--- src/rtl/pc_fetch_ctrl_if.sv ---
// ----------------------------------------------------------------------------
// pc_fetch_ctrl_if
// Bundles the two handshakes owned by the fetch controller:
//   imem side  : imem_req_valid/imem_req_ready/imem_addr (request),
//                imem_rsp_valid/imem_rsp_data (in-order response, always accepted)
//   decode side: instr_valid/instr_ready/instr_data/instr_pc (buffer head)
// modport master : the fetch controller
// modport slave  : the environment (imem + decode)
// ----------------------------------------------------------------------------
interface pc_fetch_ctrl_if;
    logic        imem_req_valid;
    logic        imem_req_ready;
    logic [31:0] imem_addr;
    logic        imem_rsp_valid;
    logic [31:0] imem_rsp_data;
    logic        instr_valid;
    logic        instr_ready;
    logic [31:0] instr_data;
    logic [31:0] instr_pc;

    modport master (
        output imem_req_valid, imem_addr, instr_valid, instr_data, instr_pc,
        input  imem_req_ready, imem_rsp_valid, imem_rsp_data, instr_ready
    );

    modport slave (
        input  imem_req_valid, imem_addr, instr_valid, instr_data, instr_pc,
        output imem_req_ready, imem_rsp_valid, imem_rsp_data, instr_ready
    );
endinterface

--- src/rtl/pc_fetch_ctrl.sv ---
// ----------------------------------------------------------------------------
// pc_fetch_ctrl
// Owns the PC, issues word fetches to imem under a credit limit, buffers
// returned instructions (with their PC) for decode, and redirects fetch on
// taken branches/jumps while discarding stale in-flight responses.
// Ports:
//   i_clk, i_rst        clock, synchronous active-high reset
//   bus (master)        imem request/response and decode handshakes
//   i_br_*              branch resolution (valid, branch, jump, funct3, ZF, SF, target)
//   o_flush             one-cycle pulse after a taken redirect
//   o_misalign_err      sticky, set by a taken redirect to a non-word target
// ----------------------------------------------------------------------------
module pc_fetch_ctrl #(
    parameter logic [31:0] RESET_PC  = 32'h0000_0000,
    parameter int          MAX_OUT   = 2,
    parameter int          BUF_DEPTH = 2
) (
    input  logic                   i_clk,
    input  logic                   i_rst,
    pc_fetch_ctrl_if.master        bus,
    input  logic                   i_br_valid,
    input  logic                   i_br_branch,
    input  logic                   i_br_jump,
    input  logic [2:0]             i_br_funct3,
    input  logic                   i_br_zf,
    input  logic                   i_br_sf,
    input  logic [31:0]            i_br_target,
    output logic                   o_flush,
    output logic                   o_misalign_err
);

    typedef enum logic [1:0] {
        ST_FETCH = 2'd0,
        ST_DRAIN = 2'd1,
        ST_HALT  = 2'd2
    } state_t;

    localparam int             PW        = (BUF_DEPTH > 2) ? 2 : 1;
    localparam logic [3:0]     MAX_OUT_L = 4'(MAX_OUT);
    localparam logic [3:0]     DEPTH_L   = 4'(BUF_DEPTH);
    localparam logic [PW-1:0]  LAST_IDX  = PW'(BUF_DEPTH - 1);

    state_t         r_state;
    state_t         w_state_nxt;
    logic [31:0]    r_fetch_pc;
    logic [31:0]    r_rsp_pc;       // PC of the next response that will be kept
    logic [2:0]     r_outstanding;
    logic [2:0]     r_discard;
    logic [2:0]     r_buf_cnt;
    logic [PW-1:0]  r_wr_ptr;
    logic [PW-1:0]  r_rd_ptr;
    logic [31:0]    r_buf_pc   [BUF_DEPTH];
    logic [31:0]    r_buf_data [BUF_DEPTH];
    logic           r_flush;
    logic           r_misalign_err;

    logic           w_cond;
    logic           w_taken;
    logic           w_redirect;
    logic           w_target_ok;
    logic           w_req_valid;
    logic           w_req_fire;
    logic           w_rsp_fire;
    logic           w_instr_valid;
    logic           w_push;
    logic           w_pop;
    logic [2:0]     w_out_nxt;

    function automatic logic [PW-1:0] ptr_inc(input logic [PW-1:0] p);
        if (p == LAST_IDX) begin
            return '0;
        end else begin
            return p + PW'(1'b1);
        end
    endfunction

    // Branch condition decode and taken/redirect qualification.
    always_comb begin
        w_cond = 1'b0;
        case (i_br_funct3)
            3'b000:  w_cond = i_br_zf;
            3'b001:  w_cond = ~i_br_zf;
            3'b100:  w_cond = i_br_sf;
            3'b101:  w_cond = ~i_br_sf;
            default: w_cond = 1'b0;
        endcase
        w_taken     = i_br_valid & (i_br_jump | (i_br_branch & w_cond));
        // HALT ignores further redirects; only reset leaves it.
        w_redirect  = w_taken & (r_state != ST_HALT);
        w_target_ok = (i_br_target[1:0] == 2'b00);
    end

    // Request credit, handshake fires and buffer push/pop qualification.
    always_comb begin
        w_req_valid = 1'b0;
        // Counting buffered entries as credits guarantees every kept response has a slot.
        if (!i_rst && (r_state == ST_FETCH) && !w_taken &&
            ({1'b0, r_outstanding} < MAX_OUT_L) &&
            (({1'b0, r_outstanding} + {1'b0, r_buf_cnt}) < DEPTH_L)) begin
            w_req_valid = 1'b1;
        end else begin
            w_req_valid = 1'b0;
        end
        w_req_fire    = w_req_valid & bus.imem_req_ready;
        w_rsp_fire    = bus.imem_rsp_valid;
        w_instr_valid = !i_rst && (r_buf_cnt != 3'd0) && !w_taken && (r_state != ST_HALT);
        w_pop         = w_instr_valid & bus.instr_ready;
        w_push        = w_rsp_fire & (r_discard == 3'd0) & (r_state == ST_FETCH) & ~w_taken;
        w_out_nxt     = r_outstanding + {2'b00, w_req_fire} - {2'b00, w_rsp_fire};
    end

    // Next-state logic for FETCH / DRAIN / HALT.
    always_comb begin
        w_state_nxt = r_state;
        case (r_state)
            ST_FETCH, ST_DRAIN: begin
                if (w_taken) begin
                    if (!w_target_ok) begin
                        w_state_nxt = ST_HALT;
                    end else if (w_out_nxt != 3'd0) begin
                        w_state_nxt = ST_DRAIN;
                    end else begin
                        w_state_nxt = ST_FETCH;
                    end
                end else if ((r_state == ST_DRAIN) && (r_discard == 3'd0)) begin
                    w_state_nxt = ST_FETCH;
                end else begin
                    w_state_nxt = r_state;
                end
            end
            ST_HALT: w_state_nxt = ST_HALT;
            default: w_state_nxt = ST_FETCH;
        endcase
    end

    // State register.
    always_ff @(posedge i_clk) begin
        if (i_rst) begin
            r_state <= ST_FETCH;
        end else begin
            r_state <= w_state_nxt;
        end
    end

    // PC, credit counters, buffer pointers and status flags.
    always_ff @(posedge i_clk) begin
        if (i_rst) begin
            r_fetch_pc     <= RESET_PC;
            r_rsp_pc       <= RESET_PC;
            r_outstanding  <= 3'd0;
            r_discard      <= 3'd0;
            r_buf_cnt      <= 3'd0;
            r_wr_ptr       <= '0;
            r_rd_ptr       <= '0;
            r_flush        <= 1'b0;
            r_misalign_err <= 1'b0;
        end else begin
            r_outstanding <= w_out_nxt;
            r_flush       <= w_redirect;
            if (w_redirect) begin
                // Everything still in flight after this cycle is stale.
                r_discard <= w_out_nxt;
                r_buf_cnt <= 3'd0;
                r_wr_ptr  <= '0;
                r_rd_ptr  <= '0;
                if (w_target_ok) begin
                    r_fetch_pc <= i_br_target;
                    r_rsp_pc   <= i_br_target;
                end else begin
                    r_misalign_err <= 1'b1;
                end
            end else begin
                if (w_req_fire) begin
                    r_fetch_pc <= r_fetch_pc + 32'd4;
                end
                if (w_rsp_fire && (r_discard != 3'd0)) begin
                    r_discard <= r_discard - 3'd1;
                end
                if (w_push) begin
                    r_wr_ptr <= ptr_inc(r_wr_ptr);
                    r_rsp_pc <= r_rsp_pc + 32'd4;
                end
                if (w_pop) begin
                    r_rd_ptr <= ptr_inc(r_rd_ptr);
                end
                r_buf_cnt <= r_buf_cnt + {2'b00, w_push} - {2'b00, w_pop};
            end
        end
    end

    // Buffer storage; validity is tracked by r_buf_cnt so no reset is needed.
    always_ff @(posedge i_clk) begin
        if (w_push) begin
            r_buf_pc[r_wr_ptr]   <= r_rsp_pc;
            r_buf_data[r_wr_ptr] <= bus.imem_rsp_data;
        end
    end

    assign bus.imem_req_valid = w_req_valid;
    assign bus.imem_addr      = r_fetch_pc;
    assign bus.instr_valid    = w_instr_valid;
    assign bus.instr_pc       = r_buf_pc[r_rd_ptr];
    assign bus.instr_data     = r_buf_data[r_rd_ptr];
    assign o_flush            = r_flush;
    assign o_misalign_err     = r_misalign_err;

endmodule

--- src/flat_wrapper.sv ---
// flat-port wrapper written by rule: the top's interface ports become plain ports
module pc_fetch_ctrl_flat 
#(
    parameter logic [31:0] RESET_PC  = 32'h0000_0000,
    parameter int          MAX_OUT   = 2,
    parameter int          BUF_DEPTH = 2
)
  (i_clk, i_rst, i_br_valid, i_br_branch, i_br_jump, i_br_funct3, i_br_zf, i_br_sf, i_br_target, o_flush, o_misalign_err, bus_imem_req_valid, bus_imem_addr, bus_instr_valid, bus_instr_data, bus_instr_pc, bus_imem_req_ready, bus_imem_rsp_valid, bus_imem_rsp_data, bus_instr_ready);
  pc_fetch_ctrl_if bus_i ();
  input  logic i_clk;
  input  logic i_rst;
  input  logic i_br_valid;
  input  logic i_br_branch;
  input  logic i_br_jump;
  input  logic [2:0] i_br_funct3;
  input  logic i_br_zf;
  input  logic i_br_sf;
  input  logic [31:0] i_br_target;
  output logic o_flush;
  output logic o_misalign_err;
  output wire logic [$bits(bus_i.imem_req_valid)-1:0] bus_imem_req_valid;
  output wire logic [$bits(bus_i.imem_addr)-1:0] bus_imem_addr;
  output wire logic [$bits(bus_i.instr_valid)-1:0] bus_instr_valid;
  output wire logic [$bits(bus_i.instr_data)-1:0] bus_instr_data;
  output wire logic [$bits(bus_i.instr_pc)-1:0] bus_instr_pc;
  input wire logic [$bits(bus_i.imem_req_ready)-1:0] bus_imem_req_ready;
  input wire logic [$bits(bus_i.imem_rsp_valid)-1:0] bus_imem_rsp_valid;
  input wire logic [$bits(bus_i.imem_rsp_data)-1:0] bus_imem_rsp_data;
  input wire logic [$bits(bus_i.instr_ready)-1:0] bus_instr_ready;
  assign bus_imem_req_valid = bus_i.imem_req_valid;
  assign bus_imem_addr = bus_i.imem_addr;
  assign bus_instr_valid = bus_i.instr_valid;
  assign bus_instr_data = bus_i.instr_data;
  assign bus_instr_pc = bus_i.instr_pc;
  assign bus_i.imem_req_ready = bus_imem_req_ready;
  assign bus_i.imem_rsp_valid = bus_imem_rsp_valid;
  assign bus_i.imem_rsp_data = bus_imem_rsp_data;
  assign bus_i.instr_ready = bus_instr_ready;
  pc_fetch_ctrl #(.RESET_PC(RESET_PC), .MAX_OUT(MAX_OUT), .BUF_DEPTH(BUF_DEPTH)) u_core (.i_clk(i_clk), .i_rst(i_rst), .bus(bus_i), .i_br_valid(i_br_valid), .i_br_branch(i_br_branch), .i_br_jump(i_br_jump), .i_br_funct3(i_br_funct3), .i_br_zf(i_br_zf), .i_br_sf(i_br_sf), .i_br_target(i_br_target), .o_flush(o_flush), .o_misalign_err(o_misalign_err));
endmodule
--- config.mk ---
export PLATFORM = sky130hd
export DESIGN_NAME = pc_fetch_ctrl_flat
export DESIGN_NICKNAME = d
export VERILOG_FILES = /design/src/rtl/pc_fetch_ctrl_if.sv /design/src/rtl/pc_fetch_ctrl.sv /design/src/flat_wrapper.sv
export SDC_FILE = /design/constraint.sdc
export NUM_CORES = 1
export LEC_CHECK = 0
export CAP_MARGIN = 30
export CORE_UTILIZATION = 30
export CTS_CLUSTER_SIZE = 25
export DETAILED_ROUTE_END_ITERATION = 7
export PLACE_DENSITY_LB_ADDON = 0.15
export RECOVER_POWER = 100
export SYNTH_ARGS = -nofsm -noshare
export SYNTH_HDL_FRONTEND = slang
export SYNTH_SLANG_ARGS = --single-unit
--- constraint.sdc ---
create_clock -name i_clk -period 5.1 [get_ports i_clk]
set_clock_uncertainty 0.15 [all_clocks]
set_input_delay 0.765 -clock i_clk [delete_from_list [all_inputs] [get_ports i_clk]]
set_output_delay 0.765 -clock i_clk [all_outputs]
set_load 0.01 [all_outputs]
# == Word-level counts from Yosys, hierarchy flattened ==
# Memories as Yosys holds them, arrays and structs flattened. A register that Yosys moved wholly into a read port is not among the register bits.
# Index checks and enable logic that the tools add are counted.
# word_totals
register_bits,79
latchBits,0
ram_bits,128
mem_bits_ro,0
in_bits,77
out_inout_bits,100
wordCells,93
memories,2
# classes
add_sub_neg,10
multipliers,0
div_mod_pow,0
magnitude_cmp,2
eq_ne,8
shifts,0
muxes,22
n_bitwise,13
reduce_logical,26
# mem_list
memory,depth,word_bits,read_ports,rd_clocked_by_memory_dff,write_ports,line_no,rtl
u_core.r_buf_data,2,32,1,1,1,pc_fetch_ctrl.sv:53,logic [31:0] r_buf_data [BUF_DEPTH];
u_core.r_buf_pc,2,32,1,1,1,pc_fetch_ctrl.sv:52,logic [31:0] r_buf_pc [BUF_DEPTH];
# op_table
op,count
$mux 32,5
$add 32x3->32 const B,2
$mux 1,10
$logic_and 1x1->1,9
$reduce_bool 3->1,3
$and 1x1->1,8
$add 3x1->3,2
$eq 3x3->1 const B,2
$logic_not 3->1,2
$mux 2,3
$mux 3,2
$reduce_and 2->1,3
$reduce_bool 2->1,3
$sub 3x1->3,2
$add 3x3->4,1
$logic_not 2->1,2
$lt 4x2->1 const B,1
$ne 2x2->1 const B,2
$not 1->1,4
$pmux 1 s4,1
$pmux 2 s2,1
$reduce_or 2->1,2
$eq 3x1->1 const B,1
$lt 3x2->1 const B,1
7 further kinds,9

# == Depth between registers and ports, before layout ==
# logic_depth
depth_word,18
mapped_depth,13
ltp_nobuf,12

# == Worst setup path before layout ==
# Ideal clock, no wire load.
# synth_timing
kind,input-to-reg
startpoint,input i_br_valid
endpoint,memory u_core.r_buf_data[0][0] (enable)
setup_time_ns,0.488
t_arrival_ns,4.387
slack_ns,0.075
path_stages,6
path_buffers,2
path_cell_list,and2_1 clkbuf_1 nor4bb_1 nand2_1 clkbuf_1 nor2_1
# synth_via
elab_chain_len,5
# synth_rtl
element,line_no,rtl
"start, declared",flat_wrapper.sv:12,input logic i_br_valid;
$and 1x1->1,pc_fetch_ctrl.sv:87,w_taken = i_br_valid & (i_br_jump | (i_br_branch & w_cond));
$not 1->1,pc_fetch_ctrl.sv:108,w_push = w_rsp_fire & (r_discard == 3'd0) & (r_state == ST_FETCH) & ~w_taken;
$and 1x1->1,pc_fetch_ctrl.sv:108,
$mux 1,pc_fetch_ctrl.sv:193,if (w_push) begin
$mux 1 (implied by the code),pc_fetch_ctrl.sv:195,r_buf_data[r_wr_ptr] <= bus.imem_rsp_data;
"end, declared",pc_fetch_ctrl.sv:53,
# No other way between the ends.

# == Worst setup path after layout ==
# layout_timing
startpoint,input i_br_funct3[2]
endpoint,register u_core.r_rsp_pc[7]
# layout_via
elab_chain_len,9
# layout_rtl
element,line_no,rtl
"start, declared",flat_wrapper.sv:15,input logic [2:0] i_br_funct3;
$eq 3x3->1 (tied with other cells),pc_fetch_ctrl.sv:80,case (i_br_funct3)
$pmux 1 s4 *,pc_fetch_ctrl.sv:80,
$and 1x1->1 *,pc_fetch_ctrl.sv:87,
$or 1x1->1 *,pc_fetch_ctrl.sv:87,
$and 1x1->1 *,pc_fetch_ctrl.sv:87,
$not 1->1,pc_fetch_ctrl.sv:108,
$and 1x1->1,pc_fetch_ctrl.sv:108,
$reduce_bool 2->1 (no line),-,
$reduce_and 2->1 (no line),-,
"end signal, assigned",pc_fetch_ctrl.sv:168,r_rsp_pc <= i_br_target;
"end signal, assigned",pc_fetch_ctrl.sv:181,r_rsp_pc <= r_rsp_pc + 32'd4;
"end, declared",pc_fetch_ctrl.sv:46,logic [31:0] r_rsp_pc;
# Every way passes the cells marked *; elsewhere a longest branch is shown, timed or not.
# A chain may end at the register's enable or synchronous reset.

==> impl_table.tex <==
\begin{tabular}{lr}
\hline
Metric & Value \\
\hline
\multicolumn{2}{l}{\textbf{Run status}} \\
Result of the run & finished with violations \\
Failing checks & capacitance limit, slew limit \\
\multicolumn{2}{l}{\textbf{Hold path}} \\
Hold/Removal Path Class & reg2reg \\
\multicolumn{2}{l}{\textbf{Routing}} \\
Via-per-instance ratio & 5.11 \\
Remaining number of nets flagged by the antenna check after routing & 0 \\
Number of detailed-routing iterations run before antenna repair & 5 \\
Wire per inst & 18.6 um \\
Initial DRC Count & 428 \\
Total number of vias & between 7000 and 8000 \\
DRC viols & 0 \\
Sum of routed wire length over all layers & 25900 um \\
\multicolumn{2}{l}{\textbf{Final layout}} \\
Fill count & 2895 \\
Share of cells above drive strength 1 & around an eighth \\
Area of combinational cells with multiple inputs & 0.00347 mm\^{}2 \\
Synth-to-layout area growth & 32.3\% \\
Post-route core utilization & about two fifths \\
Combined flip-flop and latch cell area & 0.00545 mm\^{}2 \\
Final-stage net count & 1071 \\
\multicolumn{2}{l}{\textbf{Pwr}} \\
Share of total power in sequential cells & 45.2\% \\
Power dissipated by switching net loads & 0.00117 W \\
Power density over the cells & roughly 360 mW/mm\^{}2 \\
Internal power & around 0.0033 W \\
Fraction of power spent switching nets & 26.3\% \\
Fraction of power consumed by combinational cells & 16.0\% \\
Power share of the clock group & 38.8\% \\
Max rail drop VDD & 0.000229 V \\
Leakage & 4.06 nW \\
\multicolumn{2}{l}{\textbf{STA}} \\
Relative slew slack & -37.5\% \\
Fin. Hold Viols & 0 \\
Count of final setup violators & 0 \\
Time the worst path needs with I/O delays and setup & between 4 and 5 ns \\
Upper clock frequency limit & roughly 240 MHz \\
Unrepaired setup endpoints after global routing & no \\
Summed negative setup slack over all endpoints & 0 ns \\
Share of the clock period used by the worst path after layout & 81.9\% \\
Final Max Tran Viols & $\sim$180 \\
Transition time at the pin with the least slew margin & 2.05 ns \\
\multicolumn{2}{l}{\textbf{Clock tree}} \\
CTS clock-pin slew for the worst setup and hold paths & 0.06 ns \\
Deepest level of the CTS H-tree & 1 \\
Post-CTS setup repair buffer count & 0 \\
Clock tree from TritonCTS & yes \\
CTS Sinks & 208 \\
Clock latency reported for the late side of the worst-skew pair & 0.53 ns \\
Clock buffers created by TritonCTS & 25 \\
Longest Clk Path Bufs & 3 \\
CTS Hold Buffers Added & 0 \\
Cells resized by post-CTS repair & 0 \\
Library cell used as clock root buffer & sky130\_fd\_sc\_hd\_\_clkbuf\_16 \\
\multicolumn{2}{l}{\textbf{Synthesis}} \\
Number of storage elements in the synthesis netlist & approximately 210 \\
Number of enable flip-flop cells after synthesis & $\sim$130 \\
Synth top cells by count & sky130\_fd\_sc\_hd\_\_edfxtp\_1, sky130\_fd\_sc\_hd\_\_dfxtp\_1, sky130\_fd\_sc\_hd\_\_mux2\_2 \\
Most used DFF post-synth & sky130\_fd\_sc\_hd\_\_edfxtp\_1 \\
Sequential fraction of the synthesis area & 58.9\% \\
Cell area after synthesis & 0.00924 mm\^{}2 \\
Mean cell area of the mapped netlist & 11.5 um\^{}2 \\
Synth Net Count & 896 \\
Synth top area share & between 40 and 50\% \\
Share of flip-flops with an asynchronous set or reset after synthesis & 0\% \\
Most used standard cell by instance count after synthesis & sky130\_fd\_sc\_hd\_\_edfxtp\_1 \\
Post-synth top area cell & sky130\_fd\_sc\_hd\_\_edfxtp\_1 \\
Leading cell types by total area after synthesis & sky130\_fd\_sc\_hd\_\_edfxtp\_1, sky130\_fd\_sc\_hd\_\_dfxtp\_1, sky130\_fd\_sc\_hd\_\_mux2\_2 \\
Synth cell types & 62 \\
Yosys Warn Count & 0 \\
Cells after Synth & 805 \\
\multicolumn{2}{l}{\textbf{Die}} \\
Die Wd & between 150 and 200 um \\
Full die area & 0.0315 mm\^{}2 \\
Die outline height & about 180 um \\
\# rows & 63 \\
I/O pin total & 177 \\
Standard cell core area & about 0.03 mm\^{}2 \\
Starting Density & 30.9\% \\
\multicolumn{2}{l}{\textbf{Global route}} \\
Overall track demand over capacity in global routing & 16.3\% \\
Via count of the first global-routing pass & approximately 6900 \\
Pin count of the biggest net entering global routing & 70 \\
Initial antenna violation count & 1 \\
Total global routing overflow & 0 \\
Wire length of the first global-routing pass & 39900 um \\
\multicolumn{2}{l}{\textbf{Critical path}} \\
Launching element type of the critical path & input port \\
Kind of end point of the critical path & register \\
Category of the critical setup timing path & in2reg \\
Largest fanout on the critical path & 23 \\
Worst path required time & 5.43 ns \\
Series of cell instances along the critical path & dlygate4sd3\_1 -> mux2i\_1 -> mux2\_1 -> o21ai\_1 -> buf\_4 -> nand3b\_1 -> a211oi\_1 -> a31o\_2 \\
Cell family contributing the most delay on the critical path & compound AO/OA/AOI/OAI gates \\
Max stage delay on crit path & 1.57 ns \\
Buffering stage count on the worst path with inverters included & 2 \\
Data arrival, critical path & 4.50 ns \\
Cell with the largest stage delay on the worst path & sky130\_fd\_sc\_hd\_\_o21ai\_1 \\
\multicolumn{2}{l}{\textbf{Placement}} \\
Detail Placement HPWL & 17400 um \\
Global placer's final weighted congestion & 0.788 \\
Buffers on Ports & 176 \\
\multicolumn{2}{l}{\textbf{Job}} \\
Number of violations of the max-capacitance limit & 4 \\
\hline
\end{tabular}
registers in the layout, indices dropped and copies added (netlist names), named ones only:
register and cells:
u_core.bus.imem_addr 32, u_core.r_state 2, u_core.o_flush 1, u_core.r_buf_pc 64, u_core.r_rd_ptr 1, u_core.r_wr_ptr 1, u_core.r_buf_cnt 3, u_core.o_misalign_err 1
u_core.r_rsp_pc 32, u_core.r_buf_data 64, u_core.r_discard 3, u_core.r_outstanding 3
path summary, 6_finish.rpt:
path	to	cells past startpoint	slack [ns]	start
hold reg to reg	u_core.r_buf_pc[1][0]	0	0.31	u_core.r_rsp_pc[0]
setup reg to reg	u_core.bus.imem_addr[19]	10	1.24	u_core.r_buf_cnt[0]
hold / removal	u_core.r_buf_pc[1][0]	0	0.31	u_core.r_rsp_pc[0]
setup / recovery	u_core.r_rsp_pc[7]	8	0.92	i_br_funct3[2]
power by group through the flow:
stage | logic (W) | clock network [W] | registers [W]
floorplan | 0.000403 | 0 | 0.00202
global placement | 0.000772 | 0 | 0.00203
detailed placement | 0.000772 | 0 | 0.00203
CTS | 0.000776 | 0.00176 | 0.00200
global route | 0.000788 | 0.00184 | 0.00202
finish | 0.000712 | 0.00172 | 0.00201
cell families after synthesis:
family          after synthesis  synth area share (%)
flops                       208                  58.9
compound gates              184                  13.3
buf+inv                      88                  3.65
xor+xnor                      6                 0.568
mux                          68                  8.30
simple gates                237                  13.1
fa+ha+maj                    14                  2.14
layout by cell type, fill, tap and decap left out, types with 11 or more instances in the layout:
cell,count
sky130_fd_sc_hd__nand2_1,47
sky130_fd_sc_hd__clkbuf_1,14
sky130_fd_sc_hd__clkdlybuf4s50_1,49
sky130_fd_sc_hd__o21ai_0,21
sky130_fd_sc_hd__o32ai_1,26
sky130_fd_sc_hd__edfxtp_1,128
sky130_fd_sc_hd__dfxtp_1,80
sky130_fd_sc_hd__and3_1,13
sky130_fd_sc_hd__clkbuf_16,25
sky130_fd_sc_hd__nor2_1,44
sky130_fd_sc_hd__nand3_1,34
sky130_fd_sc_hd__o31a_1,11
sky130_fd_sc_hd__nand4_1,11
sky130_fd_sc_hd__inv_1,41
sky130_fd_sc_hd__dlygate4sd3_1,126
sky130_fd_sc_hd__nor4_1,11
sky130_fd_sc_hd__a31oi_1,15
sky130_fd_sc_hd__ha_1,11
sky130_fd_sc_hd__nor3_1,31
sky130_fd_sc_hd__a21oi_1,61
sky130_fd_sc_hd__mux2_2,62
per-stage QoR:
stage | std cells | hold slack (ns) | worst slack (ns) | instance area (um^2) | power [W]
2_1_floorplan | 805 | 0.267 | 0.0754 | 9240 | 0.00242
3_3_place_gp | 1343 | 0.303 | 1.12 | 11500 | 0.00280
3_5_place_dp | 1343 | 0.305 | 1.04 | 11500 | 0.00281
4_1_cts | 1389 | 0.319 | 1.29 | 12300 | 0.00454
5_1_grt | 1389 | 0.333 | 0.631 | 12200 | 0.00464
6_report | 1390 | 0.310 | 0.925 | 12200 | 0.00444
routing by layer:
| layer | GRT usage, % | routed length, um | vias to the layer above |
|---|---|---|---|
| met3 | 3.00 | 1770 | 34 |
| met4 | 3.99 | 515 | 0 |
| met2 | 24.0 | 10700 | 281 |
| met5 | 0 | 0 | - |
| li1 | - | - | 3426 |
| met1 | 24.4 | 12900 | 3367 |
cell type report:
cell class              instances  area share [%]
diodes                          1          0.0205
clock buffers                  35            5.75
clock inverters                11           0.819
inverters                      41            1.26
multi-input cells             509            28.4
flip-flops and latches        208            44.5
well taps                     390            3.99
repair buffers                195            15.2
(Power assumes the default switching activity.)
